### src/rtl/uart_hex_sender.sv
`default_nettype none
// ============================================================================
// Module   : uart_hex_sender
// Brief    : Formats a captured 64-bit word as lowercase ASCII hex plus CR/LF
//            and streams it byte by byte over a valid/ready handshake.
// Revision : 1.0 - initial release
// ============================================================================
module uart_hex_sender #(
    parameter logic [7:0] SEP_CHAR = 8'h20
) (
    input  logic        clk,
    input  logic        rst,
    input  logic        rdata_snd_start,
    input  logic [63:0] rdata_snd,
    input  logic        pc_print_sel,
    output logic [7:0]  tx_data,
    output logic        tx_valid,
    input  logic        tx_ready,
    output logic        flushing_wq,
    output logic        sender_busy
);

    typedef enum logic [2:0] {
        S_IDLE = 3'd0,
        S_DIG0 = 3'd1,
        S_SEPR = 3'd2,
        S_DIG1 = 3'd3,
        S_CR   = 3'd4,
        S_LF   = 3'd5,
        S_DONE = 3'd6
    } state_t;

    state_t      r_state;
    state_t      w_next;
    logic [2:0]  r_cnt;
    logic [63:0] r_shadow;
    logic        r_short;

    logic        w_fire;
    logic [31:0] w_word;
    logic [2:0]  w_idx;
    logic [3:0]  w_nib;
    logic [7:0]  w_hex;

    // Digits go out MSB nibble first, so the counter indexes from the top.
    always_comb begin
        w_word = (r_state == S_DIG1) ? r_shadow[63:32] : r_shadow[31:0];
        w_idx  = 3'd7 - r_cnt;
        w_nib  = w_word[{w_idx, 2'b00} +: 4];
        w_hex  = (w_nib < 4'd10) ? (8'h30 + {4'h0, w_nib})
                                 : (8'h57 + {4'h0, w_nib});
    end

    assign w_fire      = tx_valid & tx_ready;
    assign sender_busy = (r_state != S_IDLE);

    always_comb begin
        w_next      = r_state;
        tx_valid    = 1'b0;
        tx_data     = 8'h00;
        flushing_wq = 1'b0;
        case (r_state)
            S_IDLE: begin
                if (rdata_snd_start) w_next = S_DIG0;
            end
            S_DIG0: begin
                tx_valid = 1'b1;
                tx_data  = w_hex;
                if (w_fire && r_cnt == 3'd7) w_next = r_short ? S_CR : S_SEPR;
            end
            S_SEPR: begin
                tx_valid = 1'b1;
                tx_data  = SEP_CHAR;
                if (w_fire) w_next = S_DIG1;
            end
            S_DIG1: begin
                tx_valid = 1'b1;
                tx_data  = w_hex;
                if (w_fire && r_cnt == 3'd7) w_next = S_CR;
            end
            S_CR: begin
                tx_valid = 1'b1;
                tx_data  = 8'h0D;
                if (w_fire) w_next = S_LF;
            end
            S_LF: begin
                tx_valid = 1'b1;
                tx_data  = 8'h0A;
                if (w_fire) w_next = S_DONE;
            end
            S_DONE: begin
                flushing_wq = 1'b1;
                w_next      = S_IDLE;
            end
            default: w_next = S_IDLE;
        endcase
    end

    // Shadow and mode are only loaded in IDLE so a line in flight is immune
    // to input changes; the counter wraps naturally after the 8th digit.
    always_ff @(posedge clk) begin
        if (rst) begin
            r_state  <= S_IDLE;
            r_cnt    <= 3'd0;
            r_shadow <= 64'h0;
            r_short  <= 1'b0;
        end else begin
            r_state <= w_next;
            if (r_state == S_IDLE && rdata_snd_start) begin
                r_shadow <= rdata_snd;
                r_short  <= pc_print_sel;
                r_cnt    <= 3'd0;
            end else if (w_fire && (r_state == S_DIG0 || r_state == S_DIG1)) begin
                r_cnt <= r_cnt + 3'd1;
            end
        end
    end

endmodule
`default_nettype wire
### config.mk
export PLATFORM = sky130hd
export DESIGN_NAME = uart_hex_sender
export DESIGN_NICKNAME = d
export VERILOG_FILES = /design/src/rtl/uart_hex_sender.sv
export SDC_FILE = /design/constraint.sdc
export NUM_CORES = 1
export LEC_CHECK = 0
export CORE_MARGIN = 2
export CORE_UTILIZATION = 40
export CTS_CLUSTER_SIZE = 40
export DETAILED_ROUTE_END_ITERATION = 10
export HOLD_SLACK_MARGIN = 0.08
export PLACE_DENSITY = 0.7
export SLEW_MARGIN = 15
export SYNTH_ARGS = -nofsm -noshare
export SYNTH_HDL_FRONTEND = slang
export SYNTH_SLANG_ARGS = --single-unit
export TNS_END_PERCENT = 50
### constraint.sdc
create_clock -name clk -period 5.9 [get_ports clk]
set_input_delay 1.77 -clock clk [delete_from_list [all_inputs] [get_ports clk]]
set_output_delay 1.77 -clock clk [all_outputs]
set_load 0.02 [all_outputs]
=== After elaboration in Yosys (flattened, before gate mapping) ===
Index checks and enable logic that the tools add are counted.

* Output and inout port bits: 11
* Input port bits: 69
* Register bits after elaboration: 71

* Magnitude comparators: 1
* Multiplexer cells: 13
* Bitwise logic cells: 1
* Reduce and logical (&&, ||, !) cells: 10
* $add $sub $neg: 4
* Shifts and indexed selects: 1
* Equal/unequal tests: 13

{| class="wikitable"
|+ Operators with widths
! kind !! count
|-
| $mux 32 || 1
|-
| $pmux 8 s4 || 1
|-
| $shiftx 32x6->4 || 1
|-
| $mux 3 || 7
|-
| $pmux 3 s6 || 1
|-
| $eq 3x3->1 const B || 4
|-
| $ne 2x2->1 const B || 5
|-
| $add 7x4->8 const A || 1
|-
| $mux 8 || 1
|-
| $add 6x4->7 const A || 1
|-
| $eq 3x2->1 const B || 2
|-
| $reduce_and 6->1 || 1
|-
| $reduce_or 5->1 || 1
|-
| $lt 4x4->1 const B || 1
|-
| $reduce_or 2->1 || 2
|-
| $add 3x1->3 const B || 1
|-
| $eq 3x1->1 const B || 1
|-
| $logic_and 1x1->1 || 3
|-
| $logic_not 3->1 || 1
|-
| $reduce_bool 3->1 || 1
|-
| $sub 3x3->3 const A || 1
|-
| $mux 1 || 2
|-
| $ne 2x1->1 const B || 1
|-
| $and 1x1->1 || 1
|-
| $logic_or 1x1->1 || 1
|}

=== Longest topological paths before layout ===
* Depth after elaboration: 7
* Depth in mapped cells: 12
* Depth with buffers taken out: 10

=== Least setup slack after synthesis ===
No wires, ideal clock.

* Kind: register -> output
* From: reg r_state[2]
* To: out tx_data[2]
* Arrival time: 2.653 ns
* Data required time: 4.130 ns
* Setup slack: 1.477 ns
* Cell stages (with the launch flop): 12
* Path through: dfxtp_1 and3b_1 buf_6 buf_12 mux4_2 mux4_2 inv_2 ha_1 inv_1 nor4bb_1 a21oi_1 o21ai_1

* Word-level cells in the longest chain between the ends: 6

{| class="wikitable"
|+ RTL lines
! item !! RTL line !! RTL
|-
| from (decl) || 33 || <nowiki>state_t r_state;</nowiki>
|-
| from (signal assigned) || 108 || <nowiki>r_state <= w_next;</nowiki>
|-
| $eq 3x2->1 || 47, 62 ||
|-
| $mux 32 || 47 || <nowiki>w_word = (r_state == S_DIG1) ? r_shadow[63:32] : r_shadow[31:0];</nowiki>
|-
| $shiftx 32x6->4 || 49 || <nowiki>w_nib = w_word[{w_idx, 2'b00} +: 4];</nowiki>
|-
| $add 7x4->8, or another cell as far along || 51 || <nowiki>: (8'h57 + {4'h0, w_nib});</nowiki>
|-
| $mux 8 || 50 || <nowiki>w_hex = (w_nib < 4'd10) ? (8'h30 + {4'h0, w_nib})</nowiki>
|-
| $pmux 8 s4 * || 62 || <nowiki>case (r_state)</nowiki>
|-
| to (decl) || 16 || <nowiki>output logic [7:0] tx_data,</nowiki>
|}

Every way passes the cells marked *; elsewhere a longest branch is shown, timed or not.

=== Final worst setup path ===
* From: reg r_state[0]
* To: out tx_data[2]

The elaborated chain is that of the path after synthesis.

==> reports/results.ini <==
[clocking]
path_clk_slew_ns=0.08
clock-root-buffer=clkbuf_8
hold_buffers=0
clock_latency_ns=0.35
numClockSinks=71
cts_tree=built
cts-buffers-inserted=9
cts-htree-levels=3
cts_buffer_depth=2

[grt]
track_usage_pct=18.4
grt_pass1_vias=2619
grt_max_degree=72
overflow=0
grt_first_pass_wirelength_um=12400
antenna_found_initial=0

[logic_synthesis]
yosysUniqueCellTypes=36
yosys_warnings=0
avgSynthCellArea_sq_um=8.29
syn_inst=385
synth_top_area_cell=dfxtp_1
ys_seq_area_share_pct=44.5
synth_top_area_share_pct=44.5
synth.area.top_cells=dfxtp_1 (45%), nand2_1 (16%), mux4_2 (12%)
synth_fp_nets=457
synth_area_sq_mm=0.00319
synth-seq-cells=71

[placement]
dp_cells=540
dp_hpwl_um=5390
io_buffers=78
globalplace.congestion=0.807
dp_slack_ns=0.488

[floorplanning]
die_y_um=93.3
rows=32
io_pins=80
dieArea_sq_mm=0.00871
dieWidth_um=93.3
core_area_sq_mm=0.00773
initial_utilization_pct=41.3

[drt]
vias=2827
firstDrtPassIters=4
wl_per_cell_um=13.7
viasPerCell=5.08
antenna_left=0
routed_wl_um=7640
drcViolationCount=0
drt-initial-drc-count=160

[finish]
n_antenna_cell=0
area_growth_pct=33.3
seq_area_sq_mm=0.00142
stdcell_count=556
nets=521
drive_above_1_share_pct=9.69
multi_input_area_sq_mm=0.00162
n_fill_cell=692
finish.utilization_pct=55.1

[sta]
worst_slack_ns=0.321
grt_setup_unrepaired=no
timing.final.crit_share_pct=94.6
slew_headroom_pct=25.3
worst_pin_slew_ns=1.12
setup-violations-final=0
slew_viol_final=0
final.setup.tns_ns=0
hold_viol=0
clock_skew_ns=0.00690
fmax_ghz=0.179
fin_crit_ns=5.58

[flow_run]
drv_cap=0

[power_and_ir_drop]
power_density_mw_per_mm2=279
vdd.ir_drop.worst_mv=0.128
p_leak_nw=1.60

[run_status]
status=finished clean

[setup_path]
crit_fanout=12
critPathKind=reg -> out
end_kind=output port
crit_arrival_ns=3.81
critPathLaunchType=register
cp_data_required_time_ns=4.13

[hold_path]
min_path_type=reg -> reg

-- final timing paths --
check	end	from	depth (start not counted)	slack (ns)
max	tx_data[2]	r_state[0]	10	0.32
min	r_shadow[43]	r_shadow[43]	2	0.46
max reg2reg	r_shadow[47]	r_state[1]	4	3.81
min reg2reg	r_shadow[43]	r_shadow[43]	2	0.46
-- per-stage QoR --
stage	total power, mW	hold WS, ns	cell area (sq um)
after floorplan	0.643	0.433	3190
after global routing	1.24	0.475	4250
final	1.18	0.457	4250
after CTS	1.19	0.457	4250
after detailed placement	0.725	0.447	4000
after global placement	0.721	0.441	4000
-- cells in the mapped netlist --
cell type and number:
nand2_1 138, a21oi_1 72, dfxtp_1 71, clkbuf_1 25
mux4_2 17, nor2_1 7, a22oi_1 6, nor3_1 4
ha_1 3, inv_1 3, nand2b_1 3, nand3_1 3
o21ai_1 3, a31oi_1 2, and2_1 2, buf_1 2
mux2i_1 2, nor2b_1 2, o211ai_1 2, or3_1 2
a2111oi_0 1, a21o_1 1, and2b_1 1, and3b_1 1
buf_12 1, buf_2 1, buf_4 1, buf_6 1
conb_1 1, inv_2 1, nor4bb_1 1, o211a_1 1
o21ai_0 1, o31ai_1 1, xnor2_1 1, xor2_1 1
-- cell families after synthesis --
group / after synthesis / synth area share, %
muxes: 19 / 12.6
other: 1 / 0.117
adders and majority gates: 3 / 1.18
and+or+nand+nor: 164 / 20.7
buffers and inverters: 35 / 5.02
AOI/OAI and AO/OA: 90 / 15.2
xor gates and xnor gates: 2 / 0.549
DFF: 71 / 44.5
-- final cells by class --
type	count	share of cell area, %
Tap cell	102	3.00
Clock buffer	10	3.24
Sequential cell	71	33.4
Timing Repair Buffer	84	19.3
Inverter	4	0.353
Multi-Input combinational cell	279	38.2
Clock inverter	6	2.53
-- metal layers --
layer  vias to the layer above  part of all wire (%)  track usage [%]
met5                         -                     0                0
met4                         0                   2.5             10.3
met3                        14                   4.6             3.30
met2                        72                    48             29.4
met1                      1302                    45             23.4
li1                       1439                     -                -
-- what timing repair did --
| item | CTS | global route |
|---|---|---|
| setup buffers | 0 | 0 |
| resized for setup | 0 | 1 |
| endpoints found under the setup margin | 0 | 2 |
-- layout by cell type (no fill, tap or decap), types with 6 or more instances in the layout --
cell	n
buf_4	6
nor2_1	7
dfxtp_1	71
clkbuf_8	10
clkdlybuf4s50_1	77
a21oi_1	72
a22oi_1	6
nand2_1	138
mux4_2	17
-- critical path, stage by stage (launching register included) --
cell and delay, ns:
dfxtp_1 0.56, and3b_2 0.49, mux4_2 0.56, mux4_2 0.49
inv_2 0.09, ha_1 0.15, inv_1 0.06, nor4bb_1 0.26
a21oi_1 0.06, o21ai_1 0.12, clkdlybuf4s50_1 0.62
-- state kept, by name (all words and copies together), names as in the netlist --
register,count
r_state,3
r_cnt,3
r_shadow,64
r_short,1
-- where the power goes --
group | internal, mW | total (mW) | leakage (nW) | switching [mW]
sequential | 0.512 | 0.532 | 0.583 | 0.0194
clock | 0.291 | 0.470 | 0.122 | 0.180
combinational | 0.0921 | 0.183 | 0.897 | 0.0909
(Power assumes the default switching activity.)
==> RTL edit 1, RTL diff (same flow settings) <==
The 7 states of `state_t` get a Gray code encoding in 3 bits.
--- a/src/rtl/uart_hex_sender.sv
+++ b/src/rtl/uart_hex_sender.sv
@@ -22,11 +22,11 @@
 
     typedef enum logic [2:0] {
-        S_IDLE = 3'd0,
-        S_DIG0 = 3'd1,
-        S_SEPR = 3'd2,
-        S_DIG1 = 3'd3,
-        S_CR   = 3'd4,
-        S_LF   = 3'd5,
-        S_DONE = 3'd6
+        S_IDLE = 3'b000,
+        S_DIG0 = 3'b001,
+        S_SEPR = 3'b011,
+        S_DIG1 = 3'b010,
+        S_CR   = 3'b110,
+        S_LF   = 3'b111,
+        S_DONE = 3'b101
     } state_t;
 
Formal check against the unedited RTL: same outputs for any inputs over 10 cycles, from zero or initial values and one cycle with rst high; not proved beyond that.
==> RTL edit 1 against the unedited design <==
Sequential share of layout area decreased by 0.059 points. Synthesized cell count increased by 2.1%. Synthesized area increased by 4.2%. Non-clock buffer count decreased by 4. Count of clock-buffer cells in the layout increased by 3. Final area increased by 0.18%. Sequential cell count unchanged. Worst setup slack improved by 75 ps. Routed wire length increased by 4.2%. Total power decreased by 1.4%.
==> RTL edit 1: results (changes against the unedited design) <==
- Startpoint types: flip-flop
- Worst-path clk slew: 60 ps (-20 ps)
- Ys Warns: 0 (unchanged)
- CTS root buffer: clkbuf_8
- Final GP Congestion: 0.8350 (+3.4%)
- First-pass GRT wire length: 12.57 mm (+1.5%)
- Most common flop cell mapped by yosys: dfxtp_1
- Final net count: 524 (+0.58%)
- Total CTS buffers: 9 (unchanged)
- Clock skew: 5.862 ps (-1.043 ps)
- 1st-iter DRT viols: 149 (-6.9%)
- H-tree depth: 3 (unchanged)
- Status: finished clean
- Initial antenna violation count: 0 (unchanged)
- Total global-route track usage: 18.45% (+0.079 points)
- Largest cells by area after synthesis: dfxtp_1 43%, nand2_1 15%, mux4_1 11%
- Worst skew pair latency: 350 ps (about the same)
- Post-CTS Resized: 0 (unchanged)
- Post-DR wirelength/cell: 14.22 um (+3.4%)
- Max incr delay on CP: 620 ps (about the same)
- Net Count, Synth: 465 (+1.8%)
- R2R setup slack: 3830 ps (+20 ps)
- Slowest stage cell, crit path: mux4_1
- VDD IR max: 0.1105 mV (-14%)
- Worst Hold Depth: 2 (unchanged)
- Placed wire-length estimate: 5.809 mm (+7.7%)
- Cell Area, Placed: 4089 um^2 (+2.2%)
- Seq/Total Area, Yosys: 42.74% (-1.8 points)
- Worst Hold Launch: r_shadow[1]
- Biggest regs: r_shadow (64), r_cnt (3), r_state (2)
- Largest net degree at the start of global routing: 72 (unchanged)
- PortBufs: 78 (unchanged)
- Vias in the first global route: 2661 (+1.6%)
- Crit-path max FO: 11 (-1)
- Postcts setup bufs: 0 (unchanged)
- Reg2reg end: r_shadow[13]
- Worst min path class: reg2reg
- FFs w/ async S/R, synth: 0% (unchanged)
- Antenna cell count: 0 (unchanged)
- Reg2reg path depth: 4 (unchanged)
- Post-synth top cells: 135 x nand2_1, 71 x a21oi_1, 71 x dfxtp_1, 22 x clkbuf_1, 14 x mux4_1
- LEAKAGE: 1.627 nW (+1.6%)
- Total number of vias: 2882 (+1.9%)
- Slew @ Worst Pin: 747.6 ps (-373.6 ps)
- Pre-Repair DR Iteration Count: 4 (unchanged)
- R2R Path Start: r_state[0]
- Worst-case clock buffer depth: 2 (unchanged)
- Cell variety after synth: 39 (+8.3%)
- Crit path DAT: 3730 ps (-80 ps)
- Share of layout cells above drive strength 1: 6.593% (-3.1 points)
- Worst Setup EP: tx_data[1]
==> RTL edit 1: changes by cell type after synthesis, sizes merged, moves of 2 or more <==
| cell | change |
|---|---|
| a21o | +3 |
| and3 | +3 |
| buf | +3 |
| nand2b | -3 |
| o21ai | +3 |
| a22oi | +2 |
| clkbuf | -2 |
| inv | +2 |
| nand2 | -2 |
| nor2 | +2 |
| nor2b | -2 |
| or3 | -2 |
==> RTL edit 1: cells by family after synthesis <==
group | synth area share, %
simple gates | 20.24
compound gates | 16.37
flops | 42.74
buf+inv | 5.568
mux | 13.32
fa+ha+maj | 1.129
xor+xnor | 0.5268
other cells | 0.1128
==> RTL edit 1: power by group <==
part           internal (mW)  switching, mW  total [mW]
combinational          0.131          0.140       0.271
sequential             0.524         0.0371       0.561
clock                  0.171          0.165       0.335
total                  0.826          0.342        1.17
==> RTL edit 1: how the worst min path moves through the flow <==
stage / end / slack (ps)
2_1_floorplan: r_shadow[0] / 430
3_3_place_gp: r_shadow[8] / 440
3_5_place_dp: r_shadow[1] / 450
4_1_cts: r_shadow[1] / 460
5_1_grt: r_shadow[51] / 480
6_report: r_shadow[1] / 450
==> RTL edit 1: metrics by stage <==
stage          worst slack [ps]  std cells
3_3_place_gp              852.1        546
4_1_cts                   392.5        560
3_5_place_dp              774.2        546
5_1_grt                   185.5        560
6_report                  395.5        560
2_1_floorplan              1591        393
==> RTL edit 1: metal layers <==
layer | up-vias | track usage [%] | part of all wire (%)
met1 | 1324 | 23.89 | 44
li1 | 1463 | - | -
met2 | 76 | 28.93 | 48
met4 | 0 | 10.02 | 2.6
met3 | 19 | 3.715 | 5.0
met5 | - | 0 | 0
==> RTL edit 1: cell type report <==
cell class | count | area (um^2)
clock buffers | 13 | 158.9
clock inverters | 1 | 5.005
fillers | 783 | 3872
inverters | 6 | 22.52
multi-input cells | 284 | 1729
flip-flops and latches | 71 | 1421
well taps | 105 | 131.4
repair buffers | 80 | 793.3
==> RTL edit 1: critical path, delay by kind of cell, from the launching register on <==
kind,cells,cell delay [ps]
simple gates,2,770
fa+ha+maj,1,240
compound gates,3,470
flops,1,550
buf+inv,2,740
mux,1,620
==> RTL edit 2, RTL diff (same settings) <==
Made on the original files. Set the parameter `SEP_CHAR` to 8'h1F (it was 8'h20).
--- a/src/rtl/uart_hex_sender.sv
+++ b/src/rtl/uart_hex_sender.sv
@@ -7,5 +7,5 @@
 // ============================================================================
 module uart_hex_sender #(
-    parameter logic [7:0] SEP_CHAR = 8'h20
+    parameter logic [7:0] SEP_CHAR = 8'h1F
 ) (
     input  logic        clk,
Function: changed (Yosys sat finds a counterexample within 10 cycles, from zero or initial values and one cycle with rst high).
==> RTL edit 2 against the unedited design <==
Routed wire length grew 0.79%. Final area grew 1.8%. Synthesized area up 4.3%. Critical path type unchanged. Sequential cell count unchanged. Total power up 8.0%. Worst setup slack improved by 130 ps. Via count is 3.8% higher. Critical path depth is 2 lower. Synthesized cell count grew 5.2%. Critical endpoint unchanged. Count of clock-buffer cells in the layout up 3.
==> RTL edit 2: results (changes against the unedited design) <==
- Status: finished clean
- Post-DR wirelength/cell: 13.42 um (-2.4%)
- FFs w/ async S/R, synth: 0% (unchanged)
- Crit-path max FO: 15 (+3)
- Worst min path class: reg2reg
- Initial antenna violation count: 0 (unchanged)
- LEAKAGE: 1.599 nW (-0.20%)
- Top delay family on crit path: compound AO/OA/AOI/OAI gates
- PortBufs: 78 (unchanged)
- Biggest regs: r_shadow (64), r_cnt (3), r_state (3)
- Largest cells by area after synthesis: dfxtp_1 43%, nand2_1 17%, a21oi_1 11%
- First-pass GRT wire length: 12.60 mm (+1.7%)
- R2R setup slack: 3690 ps (-120 ps)
- Slowest stage cell, crit path: clkdlybuf4s50_1
- Post-synth top cells: 147 x nand2_1, 72 x a21oi_1, 71 x dfxtp_1, 25 x clkbuf_1, 12 x mux4_2
- Reg2reg end: r_shadow[59]
- Antenna cell count: 0 (unchanged)
- Hold endpoint: r_shadow[48]
- Final net count: 536 (+2.9%)
- Total CTS buffers: 9 (unchanged)
- Dpl ws: 615.3 ps (+126.9 ps)
- Most common flop cell mapped by yosys: dfxtp_1
- H-tree depth: 3 (unchanged)
- Placed wire-length estimate: 5.549 mm (+2.9%)
- Crit path DAT: 3680 ps (-130 ps)
- Final GP Congestion: 0.8479 (+5.0%)
- Largest net degree at the start of global routing: 72 (unchanged)
- Reg2reg path depth: 4 (unchanged)
- Net Count, Synth: 477 (+4.4%)
- Worst Hold Depth: 2 (unchanged)
- Total number of vias: 2934 (+3.8%)
- Worst-case clock buffer depth: 2 (unchanged)
- Worst Hold Launch: r_shadow[48]
- 1st-iter DRT viols: 148 (-7.5%)
- Clock skew: 8.639 ps (+1.735 ps)
- Seq/Total Area, Yosys: 42.69% (-1.8 points)
- Worst skew pair latency: 330 ps (-20 ps)
- VDD IR max: 0.1373 mV (+7.0%)
- R2R Path Start: r_state[0]
- Ys Warns: 0 (unchanged)
- Share of layout cells above drive strength 1: 9.382% (-0.31 points)
- Total global-route track usage: 18.02% (-0.35 points)
- CTS root buffer: clkbuf_8
- Pre-Repair DR Iteration Count: 5 (+1)
- Max incr delay on CP: 660 ps (+40 ps)
- Worst-path clk slew: 70 ps
- Slew @ Worst Pin: 1137 ps (+16.06 ps)
- Cell variety after synth: 51 (+42%)
- Vias in the first global route: 2745 (+4.8%)
==> RTL edit 2: worst max-delay path by stage <==
stage                     startpoint          to  slack (ps)  depth (start not counted)
after floorplan           r_state[1]  tx_data[2]        1600                         10
after global routing      r_state[1]  tx_data[1]         200                          8
after detailed placement  r_state[0]  tx_data[2]         620                          8
after CTS                 r_state[0]  tx_data[2]         230                          8
final                     r_state[0]  tx_data[2]         450                          8
after global placement    r_state[0]  tx_data[2]         750                          8
==> RTL edit 2: routing by layer <==
layer	vias to the layer above	share of wire (%)	track usage, %
met5	-	0	0
met4	0	1.4	6.643
met3	8	5.1	4.743
met2	66	49	29.87
met1	1368	44	22.53
li1	1492	-	-
==> RTL edit 2: cells by family after synthesis <==
logic type      synth area share [%]
simple gates                   21.98
mux                            11.35
fa+ha+maj                      1.128
other cells                   0.1126
buf+inv                        5.298
compound gates                 17.17
flops                          42.69
xor+xnor                      0.2631
==> RTL edit 2: worst register-to-register path: stages (launching register included) <==
cell and delay (ps):
dfxtp_1 460, nor3_1 460, nand2_2 740, nand2_1 310, a21oi_1 100
==> RTL edit 2: power by group <==
group / total [mW] / switching [mW] / internal (mW)
Sequential: 0.563 / 0.0364 / 0.526
Clock: 0.427 / 0.166 / 0.261
Combinational: 0.289 / 0.153 / 0.136
Total: 1.28 / 0.355 / 0.924
==> RTL edit 2: area by class of cell <==
class,count,area (um^2)
Clock inverter,3,65.06
Inverter,4,16.27
Timing Repair Buffer,81,798.3
Clock buffer,13,158.9
Fill cell,758,3805
Tap cell,105,131.4
Sequential cell,71,1421
Multi-Input combinational cell,297,1738
==> RTL edit 2: metrics by stage <==
step           util, %  instance area (um^2)  hold slack [ps]  cells
2_1_floorplan        -                  3329            431.5    405
3_3_place_gp     50.44                  4103            440.3    558
3_5_place_dp     50.44                  4103            445.2    558
4_1_cts          53.19                  4327            455.3    574
5_1_grt          53.22                  4329            475.0    574
6_report         53.22                  4329            456.0    574
==> RTL edit 2: timing repair <==
action | CTS | global route
buffers inserted | 0 | 0
gates resized for setup | 0 | 1
endpoints found under the hold margin | 0 | 0
setup endpoints to repair | 0 | 2
